## src/rtl/ddr_sched_pkg.sv

```systemverilog
// Shared state/grant types and default sizing for the DDR burst scheduler.
package ddr_sched_pkg;

  typedef enum logic [2:0] {
    ST_INIT = 3'd0,
    ST_IDLE = 3'd1,
    ST_WR   = 3'd2,
    ST_RD   = 3'd3,
    ST_GAP  = 3'd4
  } sched_state_e;

  typedef enum logic {
    GNT_WR = 1'b0,
    GNT_RD = 1'b1
  } grant_e;

  localparam int DEF_ADDR_W     = 25;
  localparam int DEF_CNT_W      = 10;
  localparam int DEF_BURST_LEN  = 256;
  localparam int DEF_FIFO_DEPTH = 512;
  localparam int DEF_REGION_MAX = 1000000;

endpackage

```

## src/rtl/ddr_addr_gen.sv

```systemverilog
// Burst address generator: advances by one burst per step, wraps to BASE at MAX
// with a one-cycle wrap pulse, and defers loads that arrive mid-burst.
module ddr_addr_gen
  import ddr_sched_pkg::*;
#(
  parameter int BASE      = 0,
  parameter int MAX       = DEF_REGION_MAX,
  parameter int BURST_LEN = DEF_BURST_LEN,
  parameter int ADDR_W    = DEF_ADDR_W
) (
  input  logic              clk,
  input  logic              rst_n,
  input  logic              step,
  input  logic              load,
  input  logic              busy,
  output logic [ADDR_W-1:0] addr,
  output logic              wrap_pulse
);

  localparam logic [ADDR_W-1:0] BASE_C = ADDR_W'(BASE);
  localparam logic [ADDR_W:0]   STEP_C = (ADDR_W + 1)'(BURST_LEN);
  localparam logic [ADDR_W:0]   MAX_C  = (ADDR_W + 1)'(MAX);

  logic [ADDR_W-1:0] addr_r;
  logic [ADDR_W:0]   next_s;
  logic              pend_r;
  logic              wrap_r;

  // One extra bit so the region-end compare cannot be fooled by overflow
  assign next_s = {1'b0, addr_r} + STEP_C;

  // Address register, pending-load flag and wrap pulse
  always_ff @(posedge clk or negedge rst_n) begin
    if (!rst_n) begin
      addr_r <= BASE_C;
      pend_r <= 1'b0;
      wrap_r <= 1'b0;
    end else begin
      wrap_r <= 1'b0;
      if (step) begin
        pend_r <= 1'b0;
        if (load || pend_r) begin
          addr_r <= BASE_C;
        end else if (next_s >= MAX_C) begin
          addr_r <= BASE_C;
          wrap_r <= 1'b1;
        end else begin
          addr_r <= next_s[ADDR_W-1:0];
        end
      end else if (load) begin
        // Address must not move under an active request; apply at finish
        if (busy) begin
          pend_r <= 1'b1;
        end else begin
          addr_r <= BASE_C;
          pend_r <= 1'b0;
        end
      end else begin
        pend_r <= pend_r;
      end
    end
  end

  assign addr       = addr_r;
  assign wrap_pulse = wrap_r;

endmodule

```

## src/rtl/ddr_burst_sched.sv

```systemverilog
// DDR burst scheduler: eligibility, round-robin arbitration between write and
// read bursts, and the request handshake with the DDR controller.
module ddr_burst_sched
  import ddr_sched_pkg::*;
#(
  parameter int ADDR_W     = DEF_ADDR_W,
  parameter int CNT_W      = DEF_CNT_W,
  parameter int BURST_LEN  = DEF_BURST_LEN,
  parameter int FIFO_DEPTH = DEF_FIFO_DEPTH,
  parameter int WR_BASE    = 0,
  parameter int WR_MAX     = DEF_REGION_MAX,
  parameter int RD_BASE    = 0,
  parameter int RD_MAX     = DEF_REGION_MAX
) (
  input  logic              clk_ref,
  input  logic              rst_n,
  input  logic              ddr_init_done,
  input  logic [CNT_W-1:0]  wrf_usedw,
  input  logic [CNT_W-1:0]  rdf_usedw,
  input  logic              rd_enable,
  input  logic              wr_load,
  input  logic              rd_load,
  output logic              wr_burst_req,
  output logic [ADDR_W-1:0] wr_burst_addr,
  input  logic              wr_burst_finish,
  output logic              rd_burst_req,
  output logic [ADDR_W-1:0] rd_burst_addr,
  input  logic              rd_burst_finish,
  output logic              frame_write_done,
  output logic              frame_read_done
);

  localparam logic [CNT_W:0] WR_THRESH_C = (CNT_W + 1)'(BURST_LEN);
  localparam logic [CNT_W:0] RD_THRESH_C = (CNT_W + 1)'(FIFO_DEPTH - BURST_LEN);

  sched_state_e state_r, state_nx_s;
  grant_e       last_grant_r, last_grant_nx_s;
  logic         wr_req_r, rd_req_r;
  logic         wr_elig_s, rd_elig_s;
  logic         wr_busy_s, rd_busy_s;
  logic         wr_step_s, rd_step_s;

  assign wr_elig_s = ({1'b0, wrf_usedw} >= WR_THRESH_C);
  assign rd_elig_s = rd_enable && ({1'b0, rdf_usedw} <= RD_THRESH_C);
  assign wr_busy_s = (state_r == ST_WR);
  assign rd_busy_s = (state_r == ST_RD);
  assign wr_step_s = wr_busy_s && wr_burst_finish;
  assign rd_step_s = rd_busy_s && rd_burst_finish;

  // Next-state and arbitration; a tie goes to the side not granted last
  always_comb begin
    state_nx_s      = state_r;
    last_grant_nx_s = last_grant_r;
    case (state_r)
      ST_INIT: begin
        if (ddr_init_done) begin
          state_nx_s = ST_IDLE;
        end else begin
          state_nx_s = ST_INIT;
        end
      end
      ST_IDLE: begin
        if (!ddr_init_done) begin
          state_nx_s = ST_INIT;
        end else if (wr_elig_s && (!rd_elig_s || (last_grant_r == GNT_RD))) begin
          state_nx_s      = ST_WR;
          last_grant_nx_s = GNT_WR;
        end else if (rd_elig_s) begin
          state_nx_s      = ST_RD;
          last_grant_nx_s = GNT_RD;
        end else begin
          state_nx_s = ST_IDLE;
        end
      end
      ST_WR: begin
        if (wr_burst_finish) begin
          state_nx_s = ST_GAP;
        end else begin
          state_nx_s = ST_WR;
        end
      end
      ST_RD: begin
        if (rd_burst_finish) begin
          state_nx_s = ST_GAP;
        end else begin
          state_nx_s = ST_RD;
        end
      end
      ST_GAP:  state_nx_s = ST_IDLE;
      default: state_nx_s = ST_INIT;
    endcase
  end

  // State, last grant and registered requests
  always_ff @(posedge clk_ref or negedge rst_n) begin
    if (!rst_n) begin
      state_r      <= ST_INIT;
      last_grant_r <= GNT_RD;
      wr_req_r     <= 1'b0;
      rd_req_r     <= 1'b0;
    end else begin
      state_r      <= state_nx_s;
      last_grant_r <= last_grant_nx_s;
      wr_req_r     <= (state_nx_s == ST_WR);
      rd_req_r     <= (state_nx_s == ST_RD);
    end
  end

  ddr_addr_gen #(
    .BASE(WR_BASE), .MAX(WR_MAX), .BURST_LEN(BURST_LEN), .ADDR_W(ADDR_W)
  ) u_wr_addr (
    .clk(clk_ref), .rst_n(rst_n), .step(wr_step_s), .load(wr_load),
    .busy(wr_busy_s), .addr(wr_burst_addr), .wrap_pulse(frame_write_done)
  );

  ddr_addr_gen #(
    .BASE(RD_BASE), .MAX(RD_MAX), .BURST_LEN(BURST_LEN), .ADDR_W(ADDR_W)
  ) u_rd_addr (
    .clk(clk_ref), .rst_n(rst_n), .step(rd_step_s), .load(rd_load),
    .busy(rd_busy_s), .addr(rd_burst_addr), .wrap_pulse(frame_read_done)
  );

  assign wr_burst_req = wr_req_r;
  assign rd_burst_req = rd_req_r;

endmodule

```

## config.mk

```make
export PLATFORM = sky130hd
export DESIGN_NAME = ddr_burst_sched
export DESIGN_NICKNAME = d
export VERILOG_FILES = /design/src/rtl/ddr_sched_pkg.sv /design/src/rtl/ddr_addr_gen.sv /design/src/rtl/ddr_burst_sched.sv
export SDC_FILE = /design/constraint.sdc
export NUM_CORES = 1
export LEC_CHECK = 0
export CAP_MARGIN = 20
export CORE_MARGIN = 2
export CORE_UTILIZATION = 45
export CTS_CLUSTER_SIZE = 12
export DETAILED_ROUTE_END_ITERATION = 12
export GPL_ROUTABILITY_DRIVEN = 0
export GPL_TIMING_DRIVEN = 0
export PLACE_DENSITY = 0.73
export RECOVER_POWER = 100
export SLEW_MARGIN = 20
export SYNTH_ARGS = -nofsm -noshare
export SYNTH_HDL_FRONTEND = slang
export SYNTH_SLANG_ARGS = --single-unit
```

## constraint.sdc

```tcl
create_clock -name clk_ref -period 4.9 [get_ports clk_ref]
set_input_delay 0.735 -clock clk_ref [delete_from_list [all_inputs] [get_ports clk_ref]]
set_output_delay 0.735 -clock clk_ref [all_outputs]
set_load 0.01 [all_outputs]
```

## After elaboration in Yosys (flattened, before gate mapping)

Cells that the tools add are included.

- Output and inout bits: 54
- Input port bits: 28
- Word-level logic and storage cells: 70
- Register bits: 60

- Add/sub/neg operators: 2
- Magnitude comparators: 4
- Equal/unequal tests: 8
- Muxes and demuxes: 31
- Reductions and logical operators: 15

Operators with widths:

| cell | count |
|---|---|
| 25-bit 2-to-1 mux | 10 |
| 25-bit by 9-bit adder with 26-bit output, second input constant | 2 |
| 26-bit by 20-bit >= comparator with 1-bit output, second input constant | 2 |
| 1-bit 2-to-1 mux | 15 |
| 3-bit one-hot mux with 5 select lines | 1 |
| 3-bit by 2-bit equality test with 1-bit output, second input constant | 4 |
| 10-bit by 9-bit >= comparator with 1-bit output, second input constant | 1 |
| 10-bit by 9-bit less-or-equal comparator with 1-bit output, second input constant | 1 |
| 2-bit 2-to-1 mux | 3 |
| 3-bit 2-to-1 mux | 2 |
| 2-bit nonzero test | 3 |
| 1-bit logical AND | 4 |
| 2-bit by 1-bit != test with 1-bit output, second input constant | 2 |
| 2-bit AND reduction | 2 |
| 3-bit by 1-bit equality test with 1-bit output, second input constant | 1 |
| 3-bit equality test, second input constant | 1 |
| 3-bit logical NOT | 1 |
| 1-bit logical OR | 3 |
| 3-bit AND reduction | 1 |
| 1-bit logical NOT | 1 |

## Depth between registers and ports, before layout

- Depth after elaboration: 9
- Depth in mapped cells: 9

## By module

From an unflattened synthesis, not the netlist that was laid out.

- Cell total of the unflattened synthesis: 359
- Area total of the unflattened synthesis: 3284.4 sq um

By module, submodules not included:

| module | area an instance (sq um) | times used | cells an instance |
|---|---|---|---|
| ddr_addr_gen at u_wr_addr | 1450.1 | 1 | 157 |
| ddr_addr_gen at u_rd_addr | 1445.1 | 1 | 163 |
| ddr_burst_sched | 389.1 | 1 | 39 |

## Worst setup path after synthesis

OpenSTA, ideal clock, no wires.

- Path type: flip-flop to flip-flop
- Start point: reg u_rd_addr.addr_r[8] (netlist: u_rd_addr.addr[8])
- End point: reg u_rd_addr.addr_r[13] (netlist: u_rd_addr.addr[13])
- Stages on the path, launching flop included: 9
- Buffers on the path: 1
- Data arrival time: 2.548 ns
- Required time: 4.831 ns
- Setup time: 0.069 ns
- Setup slack: 2.284 ns
- Cell sequence: dfrtp_1 ha_1 o311a_1 a311o_1 a211o_1 a2111oi_4 buf_6 nand3_1 nand3_1

- Cells in the longest elaborated chain, start to end: 5

Ends and longest elaborated chain:

| what | RTL line | RTL |
|---|---|---|
| start: declaration | ddr_addr_gen.sv:24 | `logic [ADDR_W-1:0] addr_r;` |
| start signal: assignment | ddr_addr_gen.sv:48 | `addr_r <= next_s[ADDR_W-1:0];` |
| 25-bit by 9-bit adder with 26-bit output * | ddr_addr_gen.sv:30 | `assign next_s = {1'b0, addr_r} + STEP_C;` |
| 26-bit by 20-bit >= comparator with 1-bit output | ddr_addr_gen.sv:44 | `end else if (next_s >= MAX_C) begin` |
| 25-bit 2-to-1 mux * | ddr_addr_gen.sv:44 |  |
| 25-bit 2-to-1 mux * | ddr_addr_gen.sv:42 | `if (load \|\| pend_r) begin` |
| 25-bit 2-to-1 mux * | ddr_addr_gen.sv:40 | `if (step) begin` |

Every way passes the cells marked *; elsewhere a longest branch is shown, timed or not.
A chain may end at the register's enable or synchronous reset.

## Worst setup path after layout

- Start point: reg u_rd_addr.addr_r[8] (netlist: u_rd_addr.addr[8])
- End point: reg u_rd_addr.addr_r[15] (netlist: u_rd_addr.addr[15])

The elaborated chain is that of the path after synthesis.

==> metrics.md <==
| Metric | Value |
|---|---|
| Status | complete, but fails checks |
| Failing checks | capacitance limit, slew limit |
| RR Startpoint | u_rd_addr.addr[8] |
| CTS resizes | 0 |
| Clk sinks | 44 |
| Clk slew on worst S/H paths | around 90 ps |
| FMAX | around 300 MHz |
| Critical Path Fanout Max | 10 |
| Sequential fraction of the synthesis area | 0.3931 |
| Layout area overhead | 28.65% |
| Worst Path Required | between 5000 and 6000 ps |
| Root Driver | clkbuf_8 |
| # port buffers | 57 |
| CTS Buffer Depth | 2 |
| Setup TNS | 0 ps |
| Core ar. | around 6000 µm² |
| Final setup fails | 0 |
| Starting DRC count in detailed routing | ~150 |
| GRT Util Overall | 0.1931 |
| Inserted Clock Buffers | 5 |
| WS Path Type | reg -> reg |
| Simple-gate share of the synthesized area | 0.3565 |
| Die width | between 80 and 90 µm |
| CP max stage cell | a2111oi_4 |
| Critical path launch point | u_rd_addr.addr[8] |
| Setup crit end | u_rd_addr.addr[15] |
| DR WL/cell | between 10 and 15 µm |
| FF-to-FF setup slack | 1560 ps |
| Yosys cell types | 52 |
| Worst slew pin tran | between 1500 and 2000 ps |
| Num rows | 28 |
| Compound-Gate Fraction of Synth Area | 0.1017 |
| XOR/XNOR Fraction of Synth Area | 0.03436 |
| Yosys warns | 0 |
| HP Class | in -> async |
| Leakage power | about 1.6 nW |
| Unrepaired setup endpoints after global routing | no |
| Layout cell share with drive strength beyond 1 | 0.08038 |
| Syn_area_per_cell | 8.199 µm² |
| Max-cap violations | 1 |
| Largest net degree at the start of global routing | 33 |
| Post-Route Utilization | 0.6057 |
| Vias in the first global route | roughly 2500 |
| Remaining DRCs | 0 |
| Final hold violation count | 0 |
| Largest family of logic cells by synthesized area | simple AND/OR/NAND/NOR gates |
| CP peak stage delay | around 700 ps |
| Die area | slightly below 7000 µm² |
| Startpoint Class | flop |
| Remaining global-route overflow | 0 |
| Htree depth | 2 |
| Drt total wl | between 6000 and 7000 µm |
| Via density | ~5.3 |
| Cell Chain, Critical Path | ha_1 > nand3_1 > nor4_1 > xnor2_1 > o211ai_1 > a2111oi_4 > clkbuf_1 > o21ai_0 > nand2_1 |
| Final min period | ~3300 ps |
| Vias | approximately 2600 |
| CP Data Arrival Time | between 3000 and 4000 ps |
| CTS tree | built |
| Ys flop type | dfrtp_1 |
| Die height | 82.94 µm |
| NumNets Final | roughly 450 |
| Mux contribution to synthesized area | 0.01428 |
| Synthesized flop and latch total | 44 |
| Initial core utilization | 0.4708 |
| Max_slew headroom | -0.1234 |
| CP Capture Type | flop |
| Post-Syn Area | 2804 µm² |
| Post-route ant nets | 0 |
| Post-route clock period utilization | 0.6815 |
| Mapped Cells | around 340 |
| Worst-Skew Late Latency | 300 ps |
| First-pass GRT wire length | 11250 µm |
| Final clock skew | 6.137 ps |
| Post-Synth Adder-Cell Area | 0.01785 |
| Reg2Reg Depth | 9 |
| Initial antenna violation count | 0 |
| Worst r2r dst | u_rd_addr.addr[15] |
| Hold_buf cts | 0 |
| Number of synthesized flops with an enable pin | 0 |
| Post-DP HPWL | approximately 4800 µm |
| Length of the first detailed-routing pass in iterations | 4 |
| Finished Layout Cells | about 500 |
| Diodes inserted | 0 |
| Worst vdd ir | approximately 0.14 mV |
| Pwr dens | between 200 and 250 nW/µm² |
| Placed insts | 490 |
| Post-CTS Repair Setup Buffers | 0 |
| Ys async rst share | 1.000 |
| Fin. max-slew vios | 33 |
| IO Pins | 82 |
==> placed cells by master (no fill, tap or decap), types with 3 or more instances in the layout <==
| master | synthesis | final |
|---|---|---|
| and2_1 | 15 | 5 |
| nand3_1 | 41 | 41 |
| o21ai_0 | 9 | 9 |
| clkbuf_8 | 0 | 6 |
| inv_1 | 7 | 8 |
| clkdlybuf4s50_1 | 0 | 16 |
| a21oi_1 | 4 | 4 |
| or2_2 | 3 | 3 |
| conb_1 | 1 | 16 |
| o32a_1 | 3 | 3 |
| dlygate4sd3_1 | 0 | 40 |
| xnor2_1 | 10 | 10 |
| nand2_1 | 52 | 52 |
| nor3_1 | 13 | 13 |
| buf_2 | 4 | 4 |
| buf_4 | 16 | 16 |
| nand4_1 | 14 | 14 |
| nor2_1 | 32 | 32 |
| nor4_1 | 4 | 4 |
| clkbuf_1 | 11 | 14 |
| and2_0 | 0 | 10 |
| or3_1 | 4 | 4 |
| mux2i_1 | 4 | 4 |
| nor2b_1 | 5 | 5 |
| o211ai_1 | 6 | 6 |
| dfrtp_1 | 43 | 43 |
| ha_1 | 4 | 4 |
| nand3b_1 | 3 | 3 |
==> how the worst min path moves through the flow <==
| stage | cells after the start | end | start | slack, ps |
|---|---|---|---|---|
| 6_report | 1 | u_rd_addr.addr[12] | rst_n | 440 |
| 5_1_grt | 1 | u_rd_addr.addr[12] | rst_n | 510 |
| 4_1_cts | 1 | u_rd_addr.addr[12] | rst_n | 320 |
| 3_5_place_dp | 2 | last_grant_r | last_grant_r | 490 |
| 3_3_place_gp | 1 | u_rd_addr.pend_r | u_rd_addr.pend_r | 480 |
| 2_1_floorplan | 0 | rd_burst_req | rst_n | 440 |
==> metal layers <==
metal,GRT usage,part of all wire
met4,0.06408,0.012
met3,0.02783,0.037
met5,0,0
met1,0.2360,0.45
met2,0.3475,0.51
==> cell usage after synthesis, drive strengths merged, types with 2 or more instances <==
| cell | count | area [µm²] |
|---|---|---|
| a21oi | 4 | 20.02 |
| a22o | 2 | 17.52 |
| and2 | 15 | 93.84 |
| and4 | 2 | 17.52 |
| buf | 22 | 155.2 |
| clkbuf | 11 | 41.29 |
| dfrtp | 43 | 1076 |
| ha | 4 | 50.05 |
| inv | 8 | 30.03 |
| mux2i | 4 | 40.04 |
| nand2 | 52 | 195.2 |
| nand2b | 2 | 12.51 |
| nand3 | 41 | 205.2 |
| nand3b | 3 | 22.52 |
| nand4 | 14 | 87.58 |
| nand4b | 2 | 17.52 |
| nor2 | 32 | 120.1 |
| nor2b | 5 | 31.28 |
| nor3 | 13 | 65.06 |
| nor4 | 4 | 25.02 |
| o211ai | 6 | 45.04 |
| o21ai | 11 | 55.05 |
| o32a | 3 | 30.03 |
| or2 | 4 | 25.03 |
| or3 | 4 | 25.02 |
| or4 | 2 | 15.01 |
| xnor2 | 10 | 87.58 |
==> power by group <==
| part | switching [W] | internal (W) | total [W] |
|---|---|---|---|
| logic | 0.0000914 | 0.0000685 | 0.000160 |
| clock network | 0.000133 | 0.000113 | 0.000246 |
| registers | 0.0000186 | 0.000389 | 0.000408 |
| total | 0.000244 | 0.000571 | 0.000814 |
==> worst max-delay path: cells and delay by family (launching register included) <==
family	cells	cell delay (ps)
AOI/OAI and AO/OA	3	1050
and+or+nand+nor	3	860
DFF	1	460
buffers and inverters	1	450
adders and majority gates	1	290
xor gates and xnor gates	1	180
==> cells by family (layout without fill, tap and decap cells) <==
kind of cell             after synthesis  after routing
XOR/XNOR                              11             11
flip-flops                            44             44
multiplexers                           4              4
adder cells (fa/ha/maj)                4              4
buffers and inverters                 41            107
AND/OR/NAND/NOR                      199            199
AO/OA/AOI/OAI                         38             38
other                                  1             16
==> sequential cells by signal, summed over array words and instances (netlist names) <==
signal and flops:
last_grant_r 1, rd_burst_req 1, state_r 3, u_rd_addr.addr 17
u_rd_addr.pend_r 1, u_rd_addr.wrap_pulse 1, u_wr_addr.addr 17, u_wr_addr.pend_r 1
u_wr_addr.wrap_pulse 1, wr_burst_req 1
==> metrics by stage <==
stage	hold slack (ps)	setup WS, ps	area [µm²]	power (W)
finish	436.9	1561	3607	0.0008144
CTS	319.5	1809	3632	0.0008307
global placement	476.8	1856	3525	0.0005779
floorplan	439.4	2284	2860	0.0005152
detailed placement	492.5	1834	3540	0.0005844
global route	505.1	1227	3607	0.0008646
==> area by class of cell <==
| cell class | instances | area [µm²] |
|---|---|---|
| repair buffers | 58 | 568.0 |
| clock buffers | 6 | 82.58 |
| plain buffers | 33 | 188.9 |
| well taps | 75 | 93.84 |
| fillers | 535 | 2349 |
| multi-input cells | 272 | 1531 |
| inverters | 8 | 30.03 |
| flip-flops and latches | 44 | 1102 |
| clock inverters | 2 | 10.01 |
No activity file was read; power rests on OpenSTA's default activity.
